`config.mk`:
```
export PLATFORM = sky130hd
export DESIGN_NAME = pin_input_conditioner
export DESIGN_NICKNAME = d
export VERILOG_FILES = /design/src/rtl/pin_cond_pkg.sv /design/src/rtl/pin_input_conditioner_debounce_channel.sv /design/src/rtl/pin_input_conditioner.sv
export SDC_FILE = /design/constraint.sdc
export NUM_CORES = 1
export LEC_CHECK = 0
export ABC_CLOCK_PERIOD_IN_PS = 2500
export BUFFER_PORTS_ARGS = -buffer_cell sky130_fd_sc_hd__buf_2
export CAP_MARGIN = 10
export CORE_ASPECT_RATIO = 0.9
export CORE_MARGIN = 3
export CORE_UTILIZATION = 45
export CTS_BUF_LIST = sky130_fd_sc_hd__clkbuf_4
export DETAILED_ROUTE_END_ITERATION = 6
export MAX_ROUTING_LAYER = met4
export PLACE_DENSITY_LB_ADDON = 0.1
export SLEW_MARGIN = 10
export SYNTH_ARGS = -nofsm -noshare
export SYNTH_HDL_FRONTEND = slang
export SYNTH_SLANG_ARGS = --single-unit
export TNS_END_PERCENT = 100
```
`constraint.sdc`:
```
create_clock -name clk -period 2.5 [get_ports clk]
set_input_delay 0.125 -clock clk [delete_from_list [all_inputs] [get_ports clk]]
set_output_delay 0.125 -clock clk [all_outputs]
set_load 0.01 [all_outputs]
```
`src/rtl/pin_cond_pkg.sv`:
```
// Shared definitions for the push-button / slide-switch input conditioner.
package pin_cond_pkg;

  typedef enum logic [1:0] {
    STABLE_LOW  = 2'd0,
    WAIT_HIGH   = 2'd1,
    STABLE_HIGH = 2'd2,
    WAIT_LOW    = 2'd3
  } deb_state_e;

  // io_in indices of the conditioned pins on the board top level.
  localparam int PIN_BUTTON = 10;
  localparam int PIN_SWITCH = 11;

endpackage

```
`src/rtl/pin_input_conditioner_debounce_channel.sv`:
```
// One input pin: synchroniser chain, debounce FSM, registered level and rise/fall pulses.
module debounce_channel
  import pin_cond_pkg::*;
#(
  parameter int SYNC_STAGES     = 2,
  parameter int DEBOUNCE_CYCLES = 16
) (
  input  logic clk,
  input  logic rst_n,
  input  logic raw,
  output logic level,
  output logic rise,
  output logic fall
);

  localparam int CNT_W = $clog2(DEBOUNCE_CYCLES);
  localparam logic [CNT_W-1:0] CNT_LAST = CNT_W'(DEBOUNCE_CYCLES - 1);

  logic [SYNC_STAGES-1:0] sync_chain_q, sync_chain_d;
  logic                   sync_q;
  deb_state_e             state_q, state_d;
  logic [CNT_W-1:0]       cnt_q, cnt_d;
  logic                   level_q, level_d;
  logic                   rise_q, rise_d;
  logic                   fall_q, fall_d;

  for (genvar gi = 0; gi < SYNC_STAGES; gi++) begin : g_sync
    if (gi == 0) begin : g_first
      assign sync_chain_d[gi] = raw;
    end else begin : g_rest
      assign sync_chain_d[gi] = sync_chain_q[gi-1];
    end
  end

  assign sync_q = sync_chain_q[SYNC_STAGES-1];

  always_comb begin
    state_d = state_q;
    cnt_d   = cnt_q;
    level_d = level_q;
    rise_d  = 1'b0;
    fall_d  = 1'b0;
    case (state_q)
      STABLE_LOW: begin
        if (sync_q) begin
          state_d = WAIT_HIGH;
          cnt_d   = CNT_W'(1);
        end
      end
      WAIT_HIGH: begin
        if (!sync_q) begin
          state_d = STABLE_LOW;
          cnt_d   = '0;
        end else if (cnt_q == CNT_LAST) begin
          state_d = STABLE_HIGH;
          cnt_d   = '0;
          level_d = 1'b1;
          rise_d  = 1'b1;
        end else begin
          cnt_d = cnt_q + CNT_W'(1);
        end
      end
      STABLE_HIGH: begin
        if (!sync_q) begin
          state_d = WAIT_LOW;
          cnt_d   = CNT_W'(1);
        end
      end
      WAIT_LOW: begin
        if (sync_q) begin
          state_d = STABLE_HIGH;
          cnt_d   = '0;
        end else if (cnt_q == CNT_LAST) begin
          state_d = STABLE_LOW;
          cnt_d   = '0;
          level_d = 1'b0;
          fall_d  = 1'b1;
        end else begin
          cnt_d = cnt_q + CNT_W'(1);
        end
      end
      default: begin
        state_d = STABLE_LOW;
        cnt_d   = '0;
      end
    endcase
  end

  always_ff @(posedge clk) begin
    if (!rst_n) begin
      sync_chain_q <= '0;
      state_q      <= STABLE_LOW;
      cnt_q        <= '0;
      level_q      <= 1'b0;
      rise_q       <= 1'b0;
      fall_q       <= 1'b0;
    end else begin
      sync_chain_q <= sync_chain_d;
      state_q      <= state_d;
      cnt_q        <= cnt_d;
      level_q      <= level_d;
      rise_q       <= rise_d;
      fall_q       <= fall_d;
    end
  end

  assign level = level_q;
  assign rise  = rise_q;
  assign fall  = fall_q;

endmodule

```
`src/rtl/pin_input_conditioner.sv`:
```
// Conditions the board button and switch pins and keeps an up/down press counter
// whose direction follows the debounced switch.
module pin_input_conditioner
  import pin_cond_pkg::*;
#(
  parameter int SYNC_STAGES     = 2,
  parameter int DEBOUNCE_CYCLES = 16,
  parameter int COUNT_WIDTH     = 10
) (
  input  logic                   clk,
  input  logic                   rst_n,
  input  logic                   button_raw,
  input  logic                   switch_raw,
  output logic                   button_level,
  output logic                   button_press,
  output logic                   button_release,
  output logic                   switch_level,
  output logic                   switch_change,
  output logic [COUNT_WIDTH-1:0] press_count
);

  logic                   switch_rise, switch_fall;
  logic [COUNT_WIDTH-1:0] press_count_q, press_count_d;

  debounce_channel #(
    .SYNC_STAGES    (SYNC_STAGES),
    .DEBOUNCE_CYCLES(DEBOUNCE_CYCLES)
  ) u_button (
    .clk  (clk),
    .rst_n(rst_n),
    .raw  (button_raw),
    .level(button_level),
    .rise (button_press),
    .fall (button_release)
  );

  debounce_channel #(
    .SYNC_STAGES    (SYNC_STAGES),
    .DEBOUNCE_CYCLES(DEBOUNCE_CYCLES)
  ) u_switch (
    .clk  (clk),
    .rst_n(rst_n),
    .raw  (switch_raw),
    .level(switch_level),
    .rise (switch_rise),
    .fall (switch_fall)
  );

  assign switch_change = switch_rise | switch_fall;

  // Direction is taken from the level present alongside the press pulse, so a
  // switch settling on the same edge as the press already steers it.
  always_comb begin
    press_count_d = press_count_q;
    if (button_press) begin
      if (switch_level) press_count_d = press_count_q + COUNT_WIDTH'(1);
      else              press_count_d = press_count_q - COUNT_WIDTH'(1);
    end
  end

  always_ff @(posedge clk) begin
    if (!rst_n) press_count_q <= '0;
    else        press_count_q <= press_count_d;
  end

  assign press_count = press_count_q;

endmodule

```
* After elaboration in Yosys (flattened, before gate mapping) *
Cells that the tools add are included.

operators by class
  $add $sub $neg = 4
  eq/ne operators = 24
  mux-type cells = 39
  bitwise gates (word level) = 4
  reduce and logical (&&, ||, !) cells = 14

operators with widths
  cell                                                  number
  two-way mux 4 bit                                     10
  case mux 4 bit (4 select lines)                       2
  two-way mux 2 bit                                     12
  != test 2 x 1 -> 1 bit (second input constant)        8
  case mux 2 bit (4 select lines)                       2
  adder 10 x 1 -> 10 bit (second input constant)        1
  two-way mux 1 bit                                     10
  two-way mux 10 bit                                    1
  AND reduction 5 bit                                   2
  subtractor 10 x 1 -> 10 bit (second input constant)   1
  adder 4 x 1 -> 4 bit (second input constant)          2
  equality test 2 bit (second input constant)           4
  equality test 4 bit (second input constant)           2
  != test 2 bit (second input constant)                 4
  AND reduction 4 bit                                   2
  != test 3 x 1 -> 1 bit (second input constant)        2
  != test 3 bit (second input constant)                 2
  AND reduction 3 bit                                   2
  OR reduction 3 bit                                    2
  equality test 2 x 1 -> 1 bit (second input constant)  2
  logical NOT 2 bit                                     2
  case mux 1 bit (2 select lines)                       2
  AND reduction 2 bit                                   2
  nonzero test 2 bit                                    2
  other kinds (2)                                       4

word-level totals
  register bits = 32
  input port bits = 4
  output and inout port bits = 15
  word-level logic and storage cells = 98

* Depth between registers and ports, before layout *
Gate-level depths: netlist (run 1).

  depth after elaboration = 4
  gate-level depth with buffers = 7
  gate-level depth less buffers = 7

* Modules after synthesis *
Synthesis (run 1) repeated with hierarchy kept, for this count alone.

unflattened totals
  cells, all modules = 196
  area, all modules = 1,783.0 µm²

by module, submodules not included
  module                 instances  cells each  area an instance (µm²)  sequential area each (µm²)
  pin_input_conditioner  1          100         894.6                   200.2
  debounce_channel       2          48          444.2                   220.2

* Worst setup path after synthesis (run 1) *
OpenSTA, ideal clock, no wires.

  path type = flip-flop to flip-flop
  start = reg u_switch.level_q (netlist: u_switch.level)
  end = reg press_count_q[6] (netlist: press_count[6])
  library setup time = 0.062 ns
  arrival time = 1.913 ns
  data required time = 2.438 ns
  setup slack = 0.525 ns
  cell stages (with the launch flop) = 8
  buffers on the path = 0
  period minus slack after synthesis = 1.975 ns
  path through = dfxtp_1 -> inv_1 -> fa_1 -> a21oi_1 -> o21ai_1 -> o21ai_0 -> mux2_2 -> nand3_1

on the way
  word-level cells in the longest chain between the ends = 1

RTL lines
  element                 RTL line                                       source
  start, declared         pin_input_conditioner_debounce_channel.sv:23   logic level_q, level_d;
  start signal, assigned  pin_input_conditioner_debounce_channel.sv:101  level_q <= level_d;
  two-way mux 10 bit      pin_input_conditioner.sv:56                    if (switch_level) press_count_d = press_count_q + COUNT_WIDTH'(1);
  end signal, assigned    pin_input_conditioner.sv:63                    else press_count_q <= press_count_d;
  end, declared           pin_input_conditioner.sv:23                    logic [COUNT_WIDTH-1:0] press_count_q, press_count_d;

Every way passes these cells.
A chain may end at the register's enable or synchronous reset.

* Final worst setup path (run 1) *
Ends and elaborated chain as after synthesis.

==> PnR_summary.wiki, run 1 <==
{| class="wikitable"
! Metric !! Value
|-
| Largest net degree at the start of global routing || 45
|-
| Cell-by-cell trace of the critical path || inv_1 -> fa_1 -> a21oi_1 -> o21ai_1 -> o21ai_0 -> mux2_2 -> nand3_1
|-
| I/O Pins || 19
|-
| Height of the chip || 65.5 um
|-
| Total GRT Usage || 0.171
|-
| Total power divided by cell area || 477 nW/um2
|-
| Buffer cell driving the clock tree root || sky130_fd_sc_hd__clkbuf_4
|-
| Type of the worst min-delay path || in -> reg
|-
| CTS tree || yes
|-
| Global-route wire length before repair || 6190 um
|-
| Warnings, synthesis || 0
|-
| Least setup slack across all paths after layout || a little over 0.3 ns
|-
| CP max-delay cell || sky130_fd_sc_hd__fa_1
|-
| Initial antenna violation count || 0
|-
| Category of the worst setup path capture point || flop
|-
| Placed Cells incl. Taps || ~250
|-
| Number of gates resized after CTS || 0
|-
| Global route overflow || 0
|-
| Post-synthesis average cell area || 9.17 um2
|-
| Share of flip-flops with an asynchronous set or reset after synthesis || 0
|-
| Delay of the slowest cell on the worst path || ~0.54 ns
|-
| Share of cells above drive strength 1 || 0.179
|-
| Final Slew Violations || 0
|-
| Final std cells w/o fill || 256
|-
| Clock transition time at the flip-flop clock pins of the worst setup and hold paths || 0.10 ns
|-
| # H-tree levels || 2
|-
| Number of clock buffers inserted by TritonCTS || 5
|-
| Summed negative setup slack over all endpoints || 0 ns
|-
| Largest cells by area after synthesis || sky130_fd_sc_hd__dfxtp_1 36%, sky130_fd_sc_hd__ha_1 7.1%, sky130_fd_sc_hd__nor3b_1 3.8%
|-
| Sinks on Clock Net || 32
|-
| Tightest Pin Transition || 0.653 ns
|-
| Site Rows || 20
|-
| Worst path bufs/invs || 1
|-
| WL per Instance || 13.6 um
|-
| Fin Clk Skew || 0.0110 ns
|-
| Post-CTS Setup Repair Bufs || 0
|-
| Cell type contributing the most total cell area after synthesis || sky130_fd_sc_hd__dfxtp_1
|-
| DIE WIDTH || between 70 and 80 um
|-
| Area of the die || 4720 um2
|-
| Maximum buffer depth of the clock tree || 2
|-
| Maximum fanout along the worst path || 10
|-
| Synthesized instance count || 193
|-
| RSZ-0062 raised after global routing || false
|-
| Register bit total from synthesis || 32
|-
| Number of antenna repair diodes || 0
|-
| Routed Wire Length || 3490 um
|-
| Number of hold violations in the final report || 0
|-
| VDD IR max || 0.419 mV
|-
| Post-detailed-route count of antenna-violating nets || 0
|-
| Number of max-capacitance violations reported || 0
|-
| Critical path start-end classification || reg -> reg
|-
| Post-synthesis cell type count || between 40 and 50
|-
| Number of nets produced by synthesis || 208
|-
| Area share of the largest cell type after synthesis || 0.362
|-
| Number of enable flip-flop cells after synthesis || 0
|-
| Count of unresolved DRC violations after routing || 0
|-
| Result of the run || finished clean
|-
| Setup WS pre-CTS || 0.380 ns
|-
| Count of buffers inserted at the top-level ports || 18
|-
| Area delta synth->final || 11.7%
|-
| Critical path arrival || 2.46 ns
|-
| Routability-driven placement congestion ratio || 0.832
|-
| Total half-perimeter wirelength after legalization and detailed placement || about 2500 um
|-
| Starting utilization of the core area || 0.495
|-
| Final core utilization || 0.553
|-
| Crit path time final || 2.19 ns
|-
| Via count of the routed design || 1436
|-
| Clock insertion delay at the later pin of the skew report || between 0.3 and 0.4 ns
|-
| Post-synth design cell area || 1770 um2
|-
| Number of iterations in the first detailed-routing pass || 4
|-
| Vias in the first global route || 1435
|-
| Startpoint kind of the worst setup timing path || flop
|-
| Leakage power summed over all cells || 0.836 nW
|-
| Required time at the worst-slack endpoint || 2.77 ns
|-
| Core ar. || 3580 um2
|-
| Via count normalized by instance count || 5.61
|-
| Sequential element share of the synthesized area || 0.362
|-
| Overall power || 0.945 mW
|-
| Hold-fix buffers, CTS || 2
|-
| Achievable Freq || 456 MHz
|-
| Post-route clock period utilization || 0.877
|-
| Initial DRC Count || between 60 and 70
|-
| Number of failing setup endpoints in the final timing report || 0
|-
| Number of nets in the final layout || 226
|-
| Headroom to the max-slew limit || 0.564
|-
| Critical path's top delay family || adder cells
|-
| Prevailing post-synth register cell || sky130_fd_sc_hd__dfxtp_1
|}
cell usage in the layout, fill, tap and decap left out, types with 7 or more instances in the layout:
cell type,count
sky130_fd_sc_hd__a21oi_1,9
sky130_fd_sc_hd__a31oi_1,7
sky130_fd_sc_hd__and2_1,7
sky130_fd_sc_hd__buf_2,18
sky130_fd_sc_hd__dfxtp_1,32
sky130_fd_sc_hd__ha_1,10
sky130_fd_sc_hd__nand2_1,11
sky130_fd_sc_hd__nand3_1,9
sky130_fd_sc_hd__nand3b_1,8
sky130_fd_sc_hd__nor2b_1,10
sky130_fd_sc_hd__nor3b_1,9
sky130_fd_sc_hd__o21ai_0,11
cells by family (layout without fill, tap and decap cells):
logic type | after synthesis | after routing | share of synthesized area
flip-flops | 32 | 32 | 0.362
AND/OR/NAND/NOR | 77 | 77 | 0.269
buffers and inverters | 13 | 32 | 0.0318
AO/OA/AOI/OAI | 51 | 51 | 0.196
XOR/XNOR | 5 | 5 | 0.0332
multiplexers | 4 | 4 | 0.0261
adder cells (fa/ha/maj) | 11 | 11 | 0.0820
metrics by stage:
step / hold WS [ns] / cell area, um2
final: 0.343 / 1980
after global placement: 0.333 / 1880
after detailed placement: 0.336 / 1880
after global routing: 0.356 / 1980
after CTS: 0.336 / 1980
after floorplan: 0.252 / 1770
where the power goes:
group / internal, mW / switching, mW
sequential: 0.515 / 0.00688
combinational: 0.0120 / 0.0145
clock: 0.221 / 0.176
metal layers:
layer / GRT usage / routed length (um)
met4: 0.0681 / 52
met5: - / 0
met2: 0.281 / 1730
met3: 0.0627 / 78
met1: 0.188 / 1630
synthesized netlist by cell type (2+ instances only):
master and count:
sky130_fd_sc_hd__xor2_1 2, sky130_fd_sc_hd__a211oi_2 2, sky130_fd_sc_hd__inv_1 3, sky130_fd_sc_hd__nand4_1 4, sky130_fd_sc_hd__nor2b_1 10, sky130_fd_sc_hd__a21boi_0 2
sky130_fd_sc_hd__buf_2 6, sky130_fd_sc_hd__o211a_1 3, sky130_fd_sc_hd__a21o_1 2, sky130_fd_sc_hd__a31oi_1 7, sky130_fd_sc_hd__nor2_1 5, sky130_fd_sc_hd__a211oi_1 2
sky130_fd_sc_hd__nand3b_1 8, sky130_fd_sc_hd__nand3_1 9, sky130_fd_sc_hd__and2_1 7, sky130_fd_sc_hd__nor3b_1 9, sky130_fd_sc_hd__and3_1 3, sky130_fd_sc_hd__xor2_2 2
sky130_fd_sc_hd__o21ai_0 11, sky130_fd_sc_hd__dfxtp_1 32, sky130_fd_sc_hd__nand2_1 11, sky130_fd_sc_hd__o21a_1 4, sky130_fd_sc_hd__o211ai_1 3, sky130_fd_sc_hd__clkbuf_1 4
sky130_fd_sc_hd__a21oi_1 9, sky130_fd_sc_hd__nand4b_1 4, sky130_fd_sc_hd__ha_1 10, sky130_fd_sc_hd__mux2i_1 2
final timing paths:
path,to,slack (ns),cells after the start,startpoint
setup / recovery,press_count[6]$_SDFFE_PN0P_,0.31,7,u_switch.level$_SDFFE_PN0P_
hold / removal,u_switch.cnt_q[0]$_SDFFE_PN0P_,0.34,2,rst_n
setup reg to reg,press_count[6]$_SDFFE_PN0P_,0.31,7,u_switch.level$_SDFFE_PN0P_
hold reg to reg,u_switch.sync_chain_q[1]$_SDFF_PN0_,0.44,1,u_switch.sync_chain_q[0]$_SDFF_PN0_
state kept, by name, indices dropped and copies added (netlist names), named ones only:
name	cells
u_switch.rise	1
u_switch.level	1
u_button.sync_chain_q	2
u_switch.state_q	1
u_button.state_q	1
u_switch.fall	1
u_switch.cnt_q	4
u_button.rise	1
u_button.level	1
u_button.cnt_q	4
press_count	10
u_switch.sync_chain_q	2
u_button.fall	1
cell type report:
class / instances / area, um2
Clock inverter: 2 / 35.0
Multi-Input combinational cell: 148 / 1070
Clock buffer: 6 / 45.0
Tap cell: 44 / 55.1
Inverter: 3 / 11.3
Timing Repair Buffer: 21 / 118
Sequential cell: 32 / 641
Fill cell: 350 / 1600
Power figures use the tool's default switching activity.
==> run 2, diff against run 1 <==
Settings changed: PLACE_DENSITY_LB_ADDON 0.1 to default.
==> run 2 against run 1 <==
Net effect:
- combinational power about the same
- maximum frequency increased by 1.6%
- first-iteration DRC count increased by 120%
- via count increased by 2.2%
- critical path type unchanged
- die area unchanged
- cell count decreased by 0.39%
- critical path depth unchanged
- non-clock buffer count decreased by 1
- cell area decreased by 0.38%
==> PnR_summary.wiki, run 2 (same netlist as run 1, synthesis figures left out) <==
{| class="wikitable"
! Metric !! Value
|-
| CTS tree || yes (unchanged)
|-
| Routability-driven placement congestion ratio || 0.793 (was 0.832)
|-
| Maximum fanout along the worst path || 10 (unchanged)
|-
| Final core utilization || 0.551 (was 0.553)
|-
| Buffer cell driving the clock tree root || sky130_fd_sc_hd__clkbuf_4 (unchanged)
|-
| Number of failing setup endpoints in the final timing report || 0 (unchanged)
|-
| Critical path's top delay family || adder cells (unchanged)
|-
| Most frequent standard cell in the layout excluding fill and tap cells || sky130_fd_sc_hd__dfxtp_1 (unchanged)
|-
| Clock insertion delay at the later pin of the skew report || 0.32 ns (was 0.33 ns)
|-
| Count of unresolved DRC violations after routing || 0 (unchanged)
|-
| Leakage power summed over all cells || 0.830 nW (was 0.836 nW)
|-
| Switching power summed over all nets || 0.192 mW (was 0.197 mW)
|-
| Total met3 wirelength after detailed routing || 143 um (was 78 um)
|-
| Via count of the routed design || 1468 (was 1436)
|-
| Global-route wire length before repair || 6130 um (was 6190 um)
|-
| Routed metal-1 wirelength || 1580 um (was 1630 um)
|-
| Total power divided by cell area || 477 nW/um2 (about the same)
|-
| Register-to-register path setup slack || 0.34 ns (was 0.31 ns)
|-
| Number of iterations in the first detailed-routing pass || 4 (unchanged)
|-
| VDD IR max || 0.362 mV (was 0.419 mV)
|-
| Tightest Pin Transition || 0.797 ns (was 0.653 ns)
|-
| Worst setup path end || press_count[6]$_SDFFE_PN0P_ (unchanged)
|-
| Destination of the worst register-to-register timing path || press_count[6]$_SDFFE_PN0P_ (unchanged)
|-
| Cell internal power dissipation || 0.748 mW (about the same)
|-
| RSZ-0062 raised after global routing || false (unchanged)
|-
| Site Rows || 20 (unchanged)
|-
| Fraction of power spent switching nets || 0.204 (was 0.209)
|-
| Global route overflow || 0 (unchanged)
|-
| Result of the run || finished clean (unchanged)
|-
| Largest net degree at the start of global routing || 45 (unchanged)
|-
| Maximum buffer depth of the clock tree || 2 (unchanged)
|-
| Overall power || 0.939 mW (was 0.945 mW)
|-
| Final std cells w/o fill || 255 (was 256)
|-
| Count of buffers inserted at the top-level ports || 18 (unchanged)
|-
| Critical path arrival || 2.43 ns (was 2.46 ns)
|-
| Placed Cells incl. Taps || 245 (was 246)
|-
| DIE WIDTH || 72.1 um (unchanged)
|-
| WL met2 || 1660 um (was 1730 um)
|-
| Area of the die || 4720 um2 (unchanged)
|-
| CP max-delay cell || sky130_fd_sc_hd__fa_1 (unchanged)
|-
| Clock transition time at the flip-flop clock pins of the worst setup and hold paths || 0.10 ns (about the same)
|-
| Achievable Freq || 463 MHz (was 456 MHz)
|-
| Critical path start-end classification || reg -> reg (unchanged)
|-
| Summed negative setup slack over all endpoints || 0 ns (unchanged)
|-
| Number of antenna repair diodes || 0 (unchanged)
|-
| Most frequent cells in the layout || 32 x sky130_fd_sc_hd__dfxtp_1, 18 x sky130_fd_sc_hd__buf_2, 11 x sky130_fd_sc_hd__nand2_1, 11 x sky130_fd_sc_hd__o21ai_0 (unchanged)
|-
| Vias in the first global route || 1415 (was 1435)
|-
| Type of the worst min-delay path || in -> reg (unchanged)
|-
| Starting utilization of the core area || 0.495 (unchanged)
|-
| Filler cell count || 346 (was 350)
|-
| Flip-flop count of the largest register after layout || 10 (unchanged)
|-
| # H-tree levels || 2 (unchanged)
|-
| Startpoint kind of the worst setup timing path || flop (unchanged)
|-
| Total half-perimeter wirelength after legalization and detailed placement || 2360 um (was 2450 um)
|-
| Headroom to the max-slew limit || 0.468 (was 0.564)
|-
| WL per Instance || 13.5 um (was 13.6 um)
|-
| R2R depth || 7 (unchanged)
|-
| I/O Pins || 19 (unchanged)
|-
| Start point of the critical path || u_switch.level$_SDFFE_PN0P_ (unchanged)
|-
| Initial DRC Count || 135 (was 62)
|-
| Number of hold violations in the final report || 0 (unchanged)
|-
| Category of the worst setup path capture point || flop (unchanged)
|-
| Fin Clk Skew || 0.00783 ns (was 0.0110 ns)
|-
| Final Slew Violations || 0 (unchanged)
|-
| Number of max-capacitance violations reported || 0 (unchanged)
|-
| Worst path bufs/invs || 1 (unchanged)
|-
| Flop pwr share || 0.556 (was 0.553)
|-
| Delay of the slowest cell on the worst path || 0.54 ns (about the same)
|-
| Sinks on Clock Net || 32 (unchanged)
|-
| Required time at the worst-slack endpoint || 2.77 ns (about the same)
|-
| Clock group share of total power || 0.416 (was 0.419)
|-
| Post-route clock period utilization || 0.863 (was 0.877)
|-
| Area delta synth->final || 11.3% (was 11.7%)
|-
| Logic gate share of total power || 0.028 (about the same)
|-
| Highest routed layer || met4 (unchanged)
|-
| Stages on the worst setup path || 7 (unchanged)
|-
| Crit path time final || 2.16 ns (was 2.19 ns)
|-
| Cell-by-cell trace of the critical path || inv_1 -> fa_1 -> a21oi_1 -> o21ai_1 -> o21ai_0 -> mux2_2 -> nand3_1 (unchanged)
|-
| Core ar. || 3580 um2 (unchanged)
|-
| Launching point of the worst reg2reg path || u_switch.level$_SDFFE_PN0P_ (unchanged)
|-
| Post-detailed-route count of antenna-violating nets || 0 (unchanged)
|-
| Number of clock buffers inserted by TritonCTS || 5 (unchanged)
|-
| Routed Wire Length || 3440 um (was 3490 um)
|-
| Via count normalized by instance count || 5.76 (was 5.61)
|-
| Total GRT Usage || 0.167 (was 0.171)
|-
| Number of nets in the final layout || 225 (was 226)
|-
| Initial antenna violation count || 0 (unchanged)
|-
| Height of the chip || 65.5 um (unchanged)
|-
| Number of gates resized after CTS || 0 (unchanged)
|-
| Share of cells above drive strength 1 || 0.175 (was 0.179)
|}
run 2: routing by layer:
| metal | up-vias | GRT usage |
|---|---|---|
| met5 | - | - |
| li1 | 746 | - |
| met3 | 7 | 0.0459 |
| met2 | 26 | 0.272 |
| met1 | 689 | 0.200 |
| met4 | 0 | 0.0563 |
run 2: worst min path at each step:
stage / from / to / cells after the start
finish: rst_n / u_switch.cnt_q[0]$_SDFFE_PN0P_ / 2
global route: rst_n / u_switch.cnt_q[0]$_SDFFE_PN0P_ / 2
CTS: rst_n / u_switch.cnt_q[0]$_SDFFE_PN0P_ / 2
detailed placement: switch_raw / u_switch.sync_chain_q[0]$_SDFF_PN0_ / 2
global placement: switch_raw / u_switch.sync_chain_q[0]$_SDFF_PN0_ / 2
floorplan: button_raw / u_button.sync_chain_q[0]$_SDFF_PN0_ / 1
run 2: area by class of cell:
type,count,area [um2],share of cell area
Clock buffer,6,45.0,0.0229
Clock inverter,2,35.0,0.0178
Multi-Input combinational cell,148,1070,0.545
Inverter,3,11.3,0.00571
Sequential cell,32,641,0.325
Timing Repair Buffer,20,110,0.0559
Tap cell,44,55.1,0.0279
run 2: what timing repair did:
item                                   4_1_cts  5_1_grt
endpoints found under the hold margin        2        0
buffers inserted                             0        0
hold buffers                                 2        0
run 2: power by group through the flow:
stage,clock network (mW),logic [mW],registers (mW)
after detailed placement,0,0.0246,0.534
after floorplan,0,0.0221,0.531
final,0.390,0.0267,0.522
after global routing,0.437,0.0297,0.524
after global placement,0,0.0237,0.534
after CTS,0.407,0.0270,0.522
run 2: through the flow:
stage / setup WS (ns) / hold WS, ns / area, um2
5_1_grt: 0.156 / 0.360 / 1970
2_1_floorplan: 0.525 / 0.252 / 1770
6_report: 0.342 / 0.371 / 1970
3_3_place_gp: 0.447 / 0.337 / 1870
3_5_place_dp: 0.361 / 0.337 / 1870
4_1_cts: 0.339 / 0.357 / 1970
==> run 3, diff against run 2 <==
Settings changed: CORE_ASPECT_RATIO 0.9 to default.
==> run 3 against run 2 <==
Net effect:
- first-iteration DRC count increased by 23%
- global-route usage down 0.48 points
- sequential power about the same
- clock-buffer cell count unchanged
- hold slack worse by 0.15 ns
- sequential cell count stayed put
- power up 1.2%
- core utilization decreased by 1.7 points
- combinational power grew 3%
- critical path type unchanged
- highest routed layer unchanged
==> PnR_summary.wiki, run 3 (same netlist as run 1, synthesis figures left out) <==
{| class="wikitable"
! Metric !! Value
|-
| Type of the worst min-delay path || in -> reg (unchanged)
|-
| Overall power || 0.950 mW (was 0.939 mW)
|-
| Clock group share of total power || 0.422 (was 0.416)
|-
| # H-tree levels || 2 (unchanged)
|-
| Crit path time final || 2.25 ns (was 2.16 ns)
|-
| Critical path start-end classification || reg -> reg (unchanged)
|-
| Maximum fanout along the worst path || 10 (unchanged)
|-
| Number of clock buffers inserted by TritonCTS || 5 (unchanged)
|-
| Global routing usage on met2 || 0.247 (was 0.272)
|-
| Post-CTS Setup Repair Bufs || 0 (unchanged)
|-
| Vias in the first global route || 1273 (was 1415)
|-
| VDD IR max || 0.225 mV (was 0.362 mV)
|-
| Total half-perimeter wirelength after legalization and detailed placement || 2400 um (was 2360 um)
|-
| Initial DRC Count || 166 (was 135)
|-
| Routed Wire Length || 3530 um (was 3440 um)
|-
| Global route overflow || 0 (unchanged)
|-
| Share of cells above drive strength 1 || 0.179 (was 0.175)
|-
| Largest net degree at the start of global routing || 27 (was 45)
|-
| Met1 Usage GRT || 0.207 (was 0.200)
|-
| Fin Clk Skew || 0.0115 ns (was 0.00783 ns)
|-
| Peak-usage layer in the global routing report || met2 (unchanged)
|-
| Required time at the worst-slack endpoint || 2.77 ns (about the same)
|-
| Number of nets in the final layout || 226 (was 225)
|-
| Flip-flop count of the largest register after layout || 10 (unchanged)
|-
| Summed negative setup slack over all endpoints || 0 ns (unchanged)
|-
| WL per Instance || 13.6 um (was 13.5 um)
|-
| Result of the run || finished clean (unchanged)
|-
| Flop pwr share || 0.549 (was 0.556)
|-
| Core ar. || 3720 um2 (was 3580 um2)
|-
| Via count normalized by instance count || 5.72 (was 5.76)
|-
| Fraction of power spent switching nets || 0.212 (was 0.204)
|-
| Starting utilization of the core area || 0.476 (was 0.495)
|-
| I/O Pins || 19 (unchanged)
|-
| Post-route clock period utilization || 0.899 (was 0.863)
|-
| Tightest Pin Transition || 0.810 ns (was 0.797 ns)
|-
| Post-detailed-route count of antenna-violating nets || 0 (unchanged)
|-
| Buffer cell driving the clock tree root || sky130_fd_sc_hd__clkbuf_4 (unchanged)
|-
| CTS tree || yes (unchanged)
|-
| Leakage power summed over all cells || 0.835 nW (was 0.830 nW)
|-
| Height of the chip || 68.7 um (was 65.5 um)
|-
| Area of the die || 4720 um2 (about the same)
|-
| Clock insertion delay at the later pin of the skew report || 0.34 ns (was 0.32 ns)
|-
| Number of max-capacitance violations reported || 0 (unchanged)
|-
| Sinks on Clock Net || 32 (unchanged)
|-
| Headroom to the max-slew limit || 0.459 (was 0.468)
|-
| Via count of the routed design || 1486 (was 1468)
|-
| Startpoint kind of the worst setup timing path || flop (unchanged)
|-
| Number of antenna repair diodes || 0 (unchanged)
|-
| Initial antenna violation count || 0 (unchanged)
|-
| Total GRT Usage || 0.162 (was 0.167)
|-
| Critical path arrival || 2.52 ns (was 2.43 ns)
|-
| Switching power summed over all nets || 0.202 mW (was 0.192 mW)
|-
| Routability-driven placement congestion ratio || 0.805 (was 0.793)
|-
| Most frequent cells in the layout || 32 x sky130_fd_sc_hd__dfxtp_1, 18 x sky130_fd_sc_hd__buf_2, 11 x sky130_fd_sc_hd__nand2_1, 11 x sky130_fd_sc_hd__o21ai_0 (unchanged)
|-
| Number of iterations in the first detailed-routing pass || 4 (unchanged)
|-
| Category of the worst setup path capture point || flop (unchanged)
|-
| Achievable Freq || 445 MHz (was 463 MHz)
|-
| Area delta synth->final || 12.0% (was 11.3%)
|-
| Total power divided by cell area || 479 nW/um2 (was 477 nW/um2)
|-
| Number of failing setup endpoints in the final timing report || 0 (unchanged)
|-
| Final Slew Violations || 0 (unchanged)
|-
| Number of hold violations in the final report || 0 (unchanged)
|-
| Count of buffers inserted at the top-level ports || 18 (unchanged)
|-
| Cell internal power dissipation || 0.748 mW (about the same)
|-
| Count of unresolved DRC violations after routing || 0 (unchanged)
|-
| RSZ-0062 raised after global routing || false (unchanged)
|-
| GR Layer Usage met3 || 0.0389 (was 0.0459)
|-
| Logic gate share of total power || 0.029 (was 0.028)
|-
| Site Rows || 22 (was 20)
|-
| DIE WIDTH || 68.7 um (was 72.1 um)
|-
| Most frequent standard cell in the layout excluding fill and tap cells || sky130_fd_sc_hd__dfxtp_1 (unchanged)
|-
| Worst Hold Margin || 0.220 ns (was 0.371 ns)
|-
| Global-route wire length before repair || 5640 um (was 6130 um)
|-
| Clock transition time at the flip-flop clock pins of the worst setup and hold paths || 0.10 ns (about the same)
|-
| Maximum buffer depth of the clock tree || 2 (unchanged)
|}
[run 3: cell count changes in the layout (fill, tap and decap cells not counted)]
| cell | previous run | this run |
|---|---|---|
| sky130_fd_sc_hd__buf_4 | 0 | 1 |
[run 3: final timing paths]
path,end,cells after the start,start,slack [ns]
setup / recovery,press_count[6]$_SDFFE_PN0P_,7,u_switch.level$_SDFFE_PN0P_,0.25
hold / removal,u_button.cnt_q[0]$_SDFFE_PN0P_,2,rst_n,0.22
setup reg to reg,press_count[6]$_SDFFE_PN0P_,7,u_switch.level$_SDFFE_PN0P_,0.25
hold reg to reg,u_switch.sync_chain_q[1]$_SDFF_PN0_,1,u_switch.sync_chain_q[0]$_SDFF_PN0_,0.45
[run 3: per-stage QoR]
step / setup WS, ns / utilization / instance area, um2 / cells
floorplan: 0.525 / - / 1770 / 193
global placement: 0.478 / 0.507 / 1880 / 250
detailed placement: 0.353 / 0.507 / 1880 / 250
CTS: 0.256 / 0.534 / 1980 / 260
global route: 0.107 / 0.534 / 1980 / 260
finish: 0.253 / 0.534 / 1980 / 260
[run 3: power groups by stage]
stage                     registers, mW  logic [mW]  clock network [mW]
after global placement            0.534      0.0248                   0
final                             0.522      0.0275               0.401
after floorplan                   0.531      0.0221                   0
after detailed placement          0.534      0.0255                   0
after global routing              0.524      0.0313               0.431
after CTS                         0.522      0.0281               0.417
[run 3: critical path, cell delays in order, from the launching register on]
cell and delay (ns):
sky130_fd_sc_hd__dfxtp_1 0.46, sky130_fd_sc_hd__inv_1 0.26, sky130_fd_sc_hd__fa_1 0.54, sky130_fd_sc_hd__a21oi_1 0.17, sky130_fd_sc_hd__o21ai_1 0.13, sky130_fd_sc_hd__o21ai_0 0.20
sky130_fd_sc_hd__mux2_2 0.36, sky130_fd_sc_hd__nand3_1 0.07
[run 3: repair_timing]
| action | in CTS | in global routing |
|---|---|---|
| gates resized for setup | 0 | 0 |
| hold buffers | 2 | 0 |
| endpoints found under the hold margin | 2 | 0 |
[run 3: cell type report]
| cell class | instances | area (um2) |
|---|---|---|
| Inverter | 3 | 11.3 |
| Clock inverter | 2 | 35.0 |
| Multi-Input combinational cell | 148 | 1070 |
| Clock buffer | 6 | 45.0 |
| Fill cell | 362 | 1730 |
| Sequential cell | 32 | 641 |
| Timing Repair Buffer | 21 | 118 |
| Tap cell | 48 | 60.1 |
[run 3: per-layer routing]
metal  up-vias  wire length [um]
li1        747                 -
met1       704              1730
met2        27              1610
met3         8               137
met4         0                58
met5         -                 0
